==> src/rtl/dmem_arbiter.sv <==
// Single-port data-memory arbiter between the CPU MEM stage and the board debug port.
// CPU has priority; a streak counter forces a debug slot after STARVE_LIMIT contended CPU grants.
module dmem_arbiter #(
  parameter int unsigned ADDR_W       = 10,
  parameter int unsigned DATA_W       = 32,
  parameter int unsigned STARVE_LIMIT = 8
) (
  input  logic              clk,
  input  logic              reset,
  input  logic              cpu_req,
  input  logic              cpu_we,
  input  logic [ADDR_W-1:0] cpu_addr,
  input  logic [DATA_W-1:0] cpu_wdata,
  output logic              cpu_stall,
  output logic [DATA_W-1:0] cpu_rdata,
  output logic              cpu_rvalid,
  input  logic              dbg_req,
  input  logic              dbg_we,
  input  logic [ADDR_W-1:0] dbg_addr,
  input  logic [DATA_W-1:0] dbg_wdata,
  output logic              dbg_gnt,
  output logic [DATA_W-1:0] dbg_rdata,
  output logic              dbg_rvalid,
  output logic              mem_en,
  output logic              mem_we,
  output logic [ADDR_W-1:0] mem_addr,
  output logic [DATA_W-1:0] mem_wdata,
  input  logic [DATA_W-1:0] mem_rdata,
  output logic              starved
);

  localparam int unsigned StreakW = $clog2(STARVE_LIMIT + 1);
  localparam logic [StreakW-1:0] Limit = StreakW'(STARVE_LIMIT);

  typedef enum logic [1:0] {OwnNone, OwnCpu, OwnDbg} owner_e;

  logic [StreakW-1:0] streak_q, streak_d;
  owner_e             rd_owner_q, rd_owner_d;
  logic               cpu_grant, dbg_grant, at_limit;

  always_comb begin
    at_limit  = (streak_q == Limit);
    cpu_grant = 1'b0;
    dbg_grant = 1'b0;
    if (!reset) begin
      if (cpu_req && !(dbg_req && at_limit)) begin
        cpu_grant = 1'b1;
      end else if (dbg_req) begin
        dbg_grant = 1'b1;
      end
    end
  end

  always_comb begin
    mem_en    = cpu_grant | dbg_grant;
    mem_we    = cpu_grant ? cpu_we : (dbg_grant & dbg_we);
    mem_addr  = dbg_grant ? dbg_addr  : cpu_addr;
    mem_wdata = dbg_grant ? dbg_wdata : cpu_wdata;
    cpu_stall = cpu_req & ~cpu_grant & ~reset;
    dbg_gnt   = dbg_grant;
  end

  always_comb begin
    streak_d = streak_q;
    if (dbg_grant || !dbg_req) begin
      streak_d = '0;
    end else if (cpu_grant && !at_limit) begin
      streak_d = streak_q + StreakW'(1);
    end

    rd_owner_d = OwnNone;
    if (cpu_grant && !cpu_we) begin
      rd_owner_d = OwnCpu;
    end else if (dbg_grant && !dbg_we) begin
      rd_owner_d = OwnDbg;
    end
  end

  always_ff @(posedge clk) begin
    if (reset) begin
      streak_q   <= '0;
      rd_owner_q <= OwnNone;
    end else begin
      streak_q   <= streak_d;
      rd_owner_q <= rd_owner_d;
    end
  end

  // Outputs are gated during reset so a read outstanding at reset is dropped.
  always_comb begin
    cpu_rvalid = !reset && (rd_owner_q == OwnCpu);
    dbg_rvalid = !reset && (rd_owner_q == OwnDbg);
    cpu_rdata  = cpu_rvalid ? mem_rdata : '0;
    dbg_rdata  = dbg_rvalid ? mem_rdata : '0;
    starved    = !reset && at_limit;
  end

endmodule

==> config.mk <==
export PLATFORM = sky130hd
export DESIGN_NAME = dmem_arbiter
export DESIGN_NICKNAME = d
export VERILOG_FILES = /design/src/rtl/dmem_arbiter.sv
export SDC_FILE = /design/constraint.sdc
export NUM_CORES = 1
export LEC_CHECK = 0
export CAP_MARGIN = 40
export CORE_MARGIN = 5
export CORE_UTILIZATION = 19
export DETAILED_ROUTE_END_ITERATION = 10
export PLACE_DENSITY = 0.76
export SYNTH_ARGS = -nofsm -noshare
export SYNTH_HDL_FRONTEND = slang
export SYNTH_SLANG_ARGS = --single-unit
==> constraint.sdc <==
create_clock -name clk -period 1.62 [get_ports clk]
set_input_delay 0.162 -clock clk [delete_from_list [all_inputs] [get_ports clk]]
set_output_delay 0.162 -clock clk [all_outputs]
set_load 0.01 [all_outputs]
[Yosys cells after proc, flatten, opt, wreduce, memory -nomap -nowiden]
Index checks and enable logic that the tools add are counted.
Cells by class
  add/subtract/negate cells: 1
  equal/unequal tests: 3
  muxes and demuxes: 12
  bitwise logic cells: 6
  reduce and logical (&&, ||, !) cells: 17
Operators by type and width (count)
  32-bit two-way mux: 3
  10-bit two-way mux: 1
  1-bit logical AND: 8
  1-bit two-way mux: 7
  1-bit logical NOT: 6
  4-bit by 1-bit adder with 4-bit output, second input constant: 1
  4-bit == test, second input constant: 1
  2-bit OR reduction: 2
  1-bit bitwise AND: 3
  2-bit by 1-bit == test with 1-bit output, second input constant: 1
  2-bit == test, second input constant: 1
  2-bit two-way mux: 1
  1-bit NOT: 2
  1-bit logical OR: 1
  1-bit OR: 1
Storage, ports and cells
  register bits after elaboration: 6
  output and inout bits: 113

[Logic depth before layout (Yosys ltp)]
Gate-level depths: netlist of run 1.
  depth in word-level cells: 9
  depth in mapped cells: 6
  mapped depth without buffers: 5

[Least setup slack after synthesis of run 1]
OpenSTA, ideal clock, no wires.
  path kind: flip-flop to output port
  start: register streak_q[0]
  end: output port mem_wdata[23]
  arrival: 1.670 ns
  setup slack: -0.212 ns
  cell stages (with the launch flop): 7
  buffers on the path: 1
  cells stage by stage: dfxtp_1 -> inv_1 -> ha_1 -> nand3b_4 -> a211oi_4 -> buf_6 -> mux2_2
On the way
  cells in the longest elaborated chain, start to end: 7
Ends and longest elaborated chain
  start, declared: RTL line 37  | logic [StreakW-1:0] streak_q, streak_d;
  start signal, assigned: RTL line 84  | streak_q <= streak_d;
  4-bit == test: RTL line 42  | at_limit = (streak_q == Limit);
  1-bit logical AND: RTL line 46  | if (cpu_req && !(dbg_req && at_limit)) begin
  1-bit logical NOT: RTL line 46
  1-bit logical AND: RTL line 46
  1-bit two-way mux: RTL line 46
  1-bit two-way mux: RTL line 45  | if (!reset) begin
  net dbg_gnt: RTL line 21  | output logic dbg_gnt,
  32-bit two-way mux: RTL line 58  | mem_wdata = dbg_grant ? dbg_wdata : cpu_wdata;
  end, declared: RTL line 27  | output logic [DATA_W-1:0] mem_wdata,
The timed path passes the listed nets, and every way through them passes these cells.

[Final worst setup path of run 1]
  start: register streak_q[1]
  end: output port mem_wdata[7]
On the way
  cells in the longest elaborated chain, start to end: 7
Ends and longest elaborated chain (RTL line)
  4-bit == test: 42
  1-bit logical AND: 46
  1-bit logical NOT: 46
  1-bit logical AND: 46
  1-bit two-way mux: 46
  1-bit two-way mux: 45
  32-bit two-way mux: 58
No other way between the ends.

==> impl_metrics.toml, run 1 <==
[power]
power.total_mw = 1.24
seq_power_share_pct = 12.4
pwr-share-clk_pct = 18.9
powerDensity_nw_per_um2 = 289
power.internal_mw = 0.913
netSwitchingFraction_pct = 26.6
ir_drop_uv = 359
switchingPower_mw = 0.330
p_comb_share_pct = 68.7
power_leakage_nw = 2.09

[finish]
n_fill_cell = 544
final_layout_size_suffix_gt1_share_pct = 49.9
regArea_um2 = 125
finalNonFillerCells = 498
fin_nets = 547
multi_input_area_um2 = 1300
layout_common_cells = "clkdlybuf4s50_1, buf_6, and2_1, buf_2, mux2_4"
layout_commonest_cell = "clkdlybuf4s50_1"
diodes = 0
finalInstanceArea_um2 = 4300
syn2layout_area_growth_pct = 238

[synth]
synth_warnings = 0
synth_cells = 153
synth.yosys.seq_area_share_pct = 9.44
yosysUniqueCellTypes = 24
mappedNetlistArea_um2 = 1270
ys_ff_latch = 6
syn_area_per_cell_um2 = 8.32
synth_nets = 277

[global_routing]
grt_pass1_vias = 2100
grtUsageTotal_pct = 19.5
grt_max_degree = 18
antenna_found_initial = 0
grt_overflow_total = 0
grt_first_pass_wirelength_um = 12900

[clock_tree]
clk_latency_ns = 0.23
clock-root-buffer = "clkbuf_8"
clk_pin_slew_ns = 0.04
clk_path_buf_depth = 2
numCtsBuffers = 3
htreeDepth = 1
cts_tree = "yes"
clkSinkCount = 6

[worst_setup_path]
worstPathArrival_ns = 1.92
timing.rr.start = "streak_q[1]"
critPathMostFrequentCell = "buf_12"
crit_path_start = "streak_q[1]"
slowest_delay_ns = 0.32
worstPathCellList = "inv_2 > ha_4 > nand3b_4 > a211oi_4 > buf_4 > buf_12 > buf_12 > mux2_4 > buf_6"
critPathLaunchType = "register"
crit_path_end_kind = "output pin"
worstPathRequired_ns = 1.46
worst-setup-path-type = "reg2out"
crit_fanout = 8
slowest_stage = "dfxtp_2"

[timing]
min_period_over_period_pct = 129
tightest_slew_ns = 0.186
final-max-slew-violation-count = 0
max_freq_mhz = 480
fin_setup_tns_ns = -18.49
hold_viol = 0
rsz0062_at_grt = "yes"
slew_headroom_pct = 87.5
skew_ns = 0.000686
layout_min_cycle_time_ns = 2.08
fin_ws_ns = -0.462
setup_viol = 44

[routing]
dr_wl_met2_um = 4920
dr.max_layer_used = "met4"
wl_met3_um = 491
ant_nets = 0
wl_per_cell_um = 18.0
wl_um = 8960
vias = 2114
wl_met1_um = 3440
vias_per_cell = 4.24
first_iter_violations = 20
drc = 0
first_pass_iters = 4

[place]
placed_cell_area_um2 = 4050
io_buffer_count = 234
place_ws_ns = -0.648
gp_congestion = 0.873
placedCellCount = 477
post-dp-hpwl_um = 7190

[floorplan]
die_w_um = 91.8
core_area_um2 = 6420
initial_core_util_pct = 19.8
die_area_um2 = 8430
io-pin-count = 235
core.rowCount = 29
dieHeight_um = 91.8

[job]
drv_cap = 0

[run_status]
violations = "negative setup slack"
outcome = "finished with violations"

[min_path]
worstHoldStart = "streak_q[0]"
hp-class = "reg2reg"
-- Yosys cell counts --
library cell   n  share of area [%]
o21ba_2        1               0.79
nand2b_1       1               0.49
nor2b_1        1               0.49
and3b_1        1               0.69
xor2_1         1               0.69
clkbuf_1       6                1.8
inv_1          4                1.2
nor2_1         7                2.1
nand3_1        1               0.39
mux2_1         3                2.7
a211oi_1       1               0.59
or3_1          1               0.49
mux2_2        39                 35
and2_1        64                 31
nor3b_1        2                1.2
dfxtp_1        6                9.4
nand2_1        2               0.59
nor3_1         1               0.39
buf_6          4                3.5
nand3b_4       1                1.6
ha_1           2                2.0
xnor2_1        1               0.69
a211oi_4       1                1.6
a21oi_1        2               0.79
-- what timing repair did --
action                                  4_1_cts  5_1_grt
cloned                                        6        1
gates resized for setup                     475       27
setup buffers                                15        1
hold buffers                                  0        0
endpoints found under the hold margin         0        0
pin swaps                                     7        5
endpoints found under the setup margin      113       94
-- per-layer routing --
layer  track usage [%]  vias to the layer above
met2              37.2                       85
met4              3.59                        0
li1                  -                     1052
met3              3.19                        7
met5                 0                        -
met1              22.7                      970
-- worst max-delay path: cells and delay by family (launching register included) --
family                     cells  cell delay, ns
buffers and inverters          5            0.60
DFF                            1            0.32
muxes                          1            0.31
AOI/OAI and AO/OA              1            0.21
adders and majority gates      1            0.14
and+or+nand+nor                1            0.10
-- power by group through the flow --
stage / Clock, mW / Combinational, mW / Sequential, mW
floorplan: 0 / 0.244 / 0.156
detailed placement: 0 / 0.802 / 0.156
finish: 0.235 / 0.855 / 0.154
global route: 0.244 / 0.898 / 0.155
global placement: 0 / 0.790 / 0.156
CTS: 0.240 / 0.867 / 0.154
-- sequential cells by signal (all words and copies together), names as in the netlist --
signal / cells
streak_q: 4
rd_owner_q: 2
-- cell families (layout without fill, tap and decap cells) --
kind of cell / after synthesis / after routing / share of synthesized area, %
multiplexers: 42 / 42 / 37.2
buffers and inverters: 14 / 282 / 6.49
flip-flops: 6 / 6 / 9.44
AND/OR/NAND/NOR: 82 / 82 / 39.8
XOR/XNOR: 2 / 2 / 1.38
AO/OA/AOI/OAI: 5 / 5 / 3.74
adder cells (fa/ha/maj): 2 / 2 / 1.97
-- through the flow --
stage	hold WS, ns	util, %
after floorplan	0.234	-
after detailed placement	0.505	63.0
final	0.509	66.9
after global placement	0.504	63.0
after global routing	0.539	66.9
after CTS	0.512	68.0
-- final cells by class --
class                   instances  share of cell area, %
repair buffers                275                   63.4
multi-input cells             133                   30.2
flip-flops and latches          6                   2.91
well taps                      77                   2.24
clock buffers                   3                  0.960
inverters                       4                  0.349
-- worst paths after layout --
check / to / slack [ns] / cells after the start
worst max-delay path: mem_wdata[7] / -0.46 / 9
worst min-delay path: streak_q[0] / 0.51 / 2
worst max register to register: streak_q[3] / 0.27 / 5
worst min register to register: streak_q[0] / 0.51 / 2
Note: power is estimated with default switching activity, not from simulation.
==> run 2, diff against run 1 <==
- CORE_AREA: unset -> 5 5 87 89
- CORE_MARGIN: 5 -> unset
- CORE_UTILIZATION: 19 -> unset
- DIE_AREA: unset -> 0 0 92 94
- DONT_BUFFER_PORTS: unset -> 1
- PLACE_DENSITY: 0.76 -> 0.3
==> run 2 against run 1 <==
Net effect: the flow still finishes with violations (negative setup slack); sequential power hardly changed; flip-flop and latch count is the same; critical path depth fell by 2; global-route usage fell by 8.9 points; first-iteration DRC count is the same; clock skew is essentially flat; via count shrank 44%; critical endpoint is now mem_addr[2]; largest cell class is now multi-input gates.
==> impl_metrics.toml, run 2 (same netlist as run 1, synthesis figures left out) <==
[finish]
finalNonFillerCells = 246
reg_top3 = "streak_q: 4 flops, rd_owner_q: 2 flops"
fin_nets = 292
n_fill_cell = 722
final_layout_size_suffix_gt1_share_pct = 45.2
top_register = "streak_q"
largest_reg_flops = 4
layout_common_cells = "and2_1, mux2_4, buf_4, nor2_1, buf_6"
syn2layout_area_growth_pct = 40.4
diodes = 0
regArea_um2 = 123
fin_util_pct = 26.7
multi_input_area_um2 = 1250
layout_commonest_cell = "and2_1"
finalInstanceArea_um2 = 1790

[routing]
first_iter_violations = 20
drc = 0
vias_per_cell = 4.82
wl_per_cell_um = 24.5
ant_nets = 0
first_pass_iters = 4
vias = 1186
wl_um = 6020

[place]
io_buffer_count = 0
placedCellCount = 233
post-dp-hpwl_um = 4790
placed_cell_area_um2 = 1560
gp_congestion = 0.731

[global_routing]
grt_max_degree = 34
grt_first_pass_wirelength_um = 7370
grt_overflow_total = 0
grt_pass1_vias = 1237
grtUsageTotal_pct = 10.5
antenna_found_initial = 0

[timing]
layout_min_cycle_time_ns = 1.91
final-max-slew-violation-count = 0
skew_ns = 0.000404
tightest_slew_ns = 0.400
slew_headroom_pct = 73.2
setup_viol = 43
min_period_over_period_pct = 118
fin_setup_tns_ns = -11.87
hold_viol = 0
max_freq_mhz = 523
whs_ns = 0.00875
fin_ws_ns = -0.291
rsz0062_at_grt = "yes"

[power]
ir_drop_uv = 459
netSwitchingFraction_pct = 30.7
p_comb_share_pct = 45.6
pwr-share-clk_pct = 32.3
powerDensity_nw_per_um2 = 390
seq_power_share_pct = 22.1
switchingPower_mw = 0.214
power.internal_mw = 0.483
power_leakage_nw = 0.782

[clock_tree]
clock-root-buffer = "clkbuf_8"
clk_path_buf_depth = 2
clk_latency_ns = 0.22
clkSinkCount = 6
htreeDepth = 1
clk_pin_slew_ns = 0.04
numCtsBuffers = 3
cts_tree = "yes"

[worst_setup_path]
worstReg2RegEnd = "rd_owner_q[1]"
slowest_delay_ns = 0.32
slowest_stage = "mux2_4"
worst-setup-path-type = "reg2out"
r2r_slack_ns = 0.17
critPathLaunchType = "register"
reg2reg_depth = 8
crit_fanout = 5
worstPathArrival_ns = 1.75
timing.rr.start = "streak_q[1]"
crit_path_end_kind = "output pin"
worstPathRequired_ns = 1.46
worstPathCellList = "inv_2 > ha_4 > nand3b_4 > a211oi_4 > buf_6 > clkbuf_16 > mux2_4"

[floorplan]
io-pin-count = 235
die_w_um = 92
dieHeight_um = 94
core.rowCount = 30
initial_core_util_pct = 19.0
core_area_um2 = 6680
die_area_um2 = 8650

[min_path]
hold_depth = 1
whs_endpoint = "rd_owner_q[1]"
hp-class = "in2reg"
worstHoldStart = "dbg_we"

[job]
drv_cap = 0

[run_status]
violations = "negative setup slack"
outcome = "finished with violations"
[run 2: cell types whose count changed in the layout (fill, tap and decap cells not counted), moves of 9 or more]
cell             delta
buf_12              -9
buf_4               -9
buf_6              -52
and2_4             -15
clkdlybuf4s50_1   -120
dlygate4sd2_1      -19
buf_2              -41
and2_1             +15
[run 2: worst max-delay path by stage]
stage	cells after the start	from	to	slack [ns]
finish	7	streak_q[1]	mem_addr[2]	-0.29
global route	7	streak_q[1]	mem_wdata[30]	-0.36
CTS	7	streak_q[1]	mem_addr[0]	-0.35
detailed placement	6	streak_q[1]	mem_addr[0]	-0.13
global placement	6	streak_q[1]	mem_addr[9]	-0.1
floorplan	6	streak_q[1]	mem_wdata[23]	-0.11
[run 2: layer usage]
metal,up-vias,share of wire [%],global-route usage [%]
li1,532,-,-
met1,569,35,11.5
met2,85,57,21.1
met3,0,8.1,2.64
met4,0,0,0.743
met5,-,0,0
[run 2: power groups by stage]
stage,registers (mW),logic (mW),clock network [mW]
3_5_place_dp,0.156,0.278,0
4_1_cts,0.154,0.290,0.232
5_1_grt,0.154,0.333,0.239
3_3_place_gp,0.156,0.280,0
6_report,0.154,0.318,0.225
2_1_floorplan,0.156,0.244,0
[run 2: critical path, delay by kind of cell, from the launching register on]
kind / cells / cell delay, ns
flops: 1 / 0.31
mux: 1 / 0.32
fa+ha+maj: 1 / 0.14
buf+inv: 3 / 0.40
simple gates: 1 / 0.09
compound gates: 1 / 0.25
[run 2: metrics by stage]
| stage | total power [mW] | setup WS [ns] |
|---|---|---|
| after floorplan | 0.400 | -0.107 |
| after global placement | 0.436 | -0.0983 |
| after detailed placement | 0.434 | -0.132 |
| after CTS | 0.676 | -0.355 |
| after global routing | 0.727 | -0.357 |
| final | 0.698 | -0.291 |
[run 2: cell type report]
class	instances	share of cell area (%)
Tap cell	80	5.60
Clock buffer	3	2.31
Inverter	4	0.840
Timing Repair Buffer	20	14.4
Multi-Input combinational cell	133	70.0
Sequential cell	6	6.86
[run 2: timing repair]
| item | CTS | global route |
|---|---|---|
| buffers inserted | 2 | 2 |
| endpoints found under the setup margin | 43 | 43 |
| resized for setup | 1 | 8 |
| cloned | 1 | 5 |
| hold endpoints to repair | 0 | 0 |
| hold buffers | 0 | 0 |
| pin swaps | 1 | 1 |
==> run 3, diff against run 2 <==
- CORE_AREA: 5 5 87 89 -> unset
- CORE_MARGIN: unset -> 5
- CORE_UTILIZATION: unset -> 19
- CTS_CLUSTER_SIZE: unset -> 30
- DIE_AREA: 0 0 92 94 -> unset
- DONT_BUFFER_PORTS: 1 -> unset
- PLACE_DENSITY: 0.3 -> 0.76
==> results of run 3 <==
Same layout as run 1: the final DEF is identical, and so are final timing and power.
==> RTL change, RTL diff (settings of run 3) <==
The parameter `DATA_W` goes from 32 to 16.
--- a/src/rtl/dmem_arbiter.sv
+++ b/src/rtl/dmem_arbiter.sv
@@ -2,7 +2,7 @@
 // CPU has priority; a streak counter forces a debug slot after STARVE_LIMIT contended CPU grants.
 module dmem_arbiter #(
   parameter int unsigned ADDR_W       = 10,
-  parameter int unsigned DATA_W       = 32,
+  parameter int unsigned DATA_W       = 16,
   parameter int unsigned STARVE_LIMIT = 8
 ) (
   input  logic              clk,
Interface: changed (6 resized); port bits go from 235 to 139. The function was not compared with the original's and may differ.
==> RTL change against run 3 <==
The flow still finishes with violations (negative setup slack); clock power down 6%; total power decreased by 27%; critical path depth fell by 1; routed wire length decreased by 46%; final area shrank 37%; synthesized cell count decreased by 35%; non-clock buffer count decreased by 108; count of clock-buffer cells in the layout unchanged; setup slack better by 0.073 ns; combinational power shrank 38%; utilization shrank 4.3 points; sequential cell count unchanged; synthesized area decreased by 33%; critical endpoint is now mem_addr[7]; largest power group unchanged.
==> RTL change: results (changes against run 3) <==
| Metric | Value |
|---|---|
| Logic pwr share | `58.7% (was 68.7%)` |
| Cell area after placement | `0.00247 mm² (was 0.00405 mm²)` |
| Slew margin rel. | `84.4% (was 87.5%)` |
| Adder-cell share of the synthesized area | `2.93% (was 1.97%)` |
| Largest net degree at the start of global routing | `10 (was 18)` |
| Pre-CTS WS | `-0.612 ns (was -0.648 ns)` |
| GRT Overall Usage | `15.4% (was 19.5%)` |
| Fillers | `373 (was 544)` |
| Status | `finished with violations (unchanged)` |
| LEAKAGE | `1.33 nW (was 2.09 nW)` |
| M1 GR Usage | `14.9% (was 22.7%)` |
| Hold Path Sink | `rd_owner_q[1] (was streak_q[0])` |
| Final worst-path setup slack | `-0.388 ns (was -0.462 ns)` |
| Skew final | `0.00199 ns (was 0.000686 ns)` |
| Share of cells above drive strength 1 | `41.5% (was 49.9%)` |
| Synth top area cells | `mux2_2 33%, and2_1 23%, dfxtp_1 14%, nor2_1 3.1%, ha_1 2.9% (was mux2_2 35%, and2_1 31%, dfxtp_1 9.4%, buf_6 3.5%, mux2_1 2.7%)` |
| DP HPWL | `3700 µm (was 7190 µm)` |
| Internal | `0.687 mW (was 0.913 mW)` |
| Post-Layout Cell Count | `317 (was 498)` |
| Final setup viols | `27 (was 44)` |
| R2r endpoint | `rd_owner_q[1] (was streak_q[3])` |
| Met2 Use GR | `30.7% (was 37.2%)` |
| Worst reg2reg setup slack | `0.15 ns (was 0.27 ns)` |
| Nets@finish | `343 (was 547)` |
| Initial DRC Count | `9 (was 20)` |
| Metal1 wirelength | `1660 µm (was 3440 µm)` |
| Failing checks | `negative setup slack (unchanged)` |
RTL change: final cells by class:
class / count / area [µm²] / share of cell area (%)
clock buffer: 3 / 41.3 / 1.51
inverter: 4 / 15.0 / 0.550
multi-input combinational: 85 / 830 / 30.4
sequential: 6 / 125 / 4.59
tap: 52 / 65.1 / 2.38
timing repair buffer: 167 / 1650 / 60.6
RTL change: stage by stage:
step / hold slack [ns] / power (mW)
final: 0.521 / 0.910
after global routing: 0.549 / 0.959
after CTS: 0.521 / 0.926
after detailed placement: 0.509 / 0.634
after global placement: 0.502 / 0.631
after floorplan: 0.234 / 0.303
RTL change: worst register-to-register path: cells and delay by family, from the launching register on:
| family | cells | cell delay [ns] |
|---|---|---|
| simple gates | 2 | 0.19 |
| flops | 1 | 0.31 |
| compound gates | 1 | 0.26 |
| buf+inv | 4 | 0.49 |
| fa+ha+maj | 1 | 0.14 |
RTL change: worst max path at each step:
| stage | from | cells after the start | slack (ns) | endpoint |
|---|---|---|---|---|
| finish | streak_q[1] | 8 | -0.39 | mem_addr[7] |
| global route | streak_q[1] | 8 | -0.46 | mem_addr[7] |
| CTS | streak_q[0] | 9 | -0.48 | mem_wdata[5] |
| detailed placement | dbg_req | 6 | -0.61 | mem_addr[3] |
| global placement | dbg_req | 6 | -0.59 | mem_addr[3] |
| floorplan | streak_q[1] | 6 | -0.14 | mem_wdata[10] |
RTL change: cells by family (layout without fill, tap and decap cells):
logic type	after synthesis	count (layout)
compound gates	5	5
mux	26	26
buf+inv	8	174
fa+ha+maj	2	2
simple gates	50	50
xor+xnor	2	2
flops	6	6
RTL change: repair_timing:
action / in CTS / in global routing
endpoints found under the setup margin: 65 / 47
cloned: 6 / 0
buffers inserted: 11 / 2
gates resized for setup: 232 / 16
pin swaps: 4 / 2
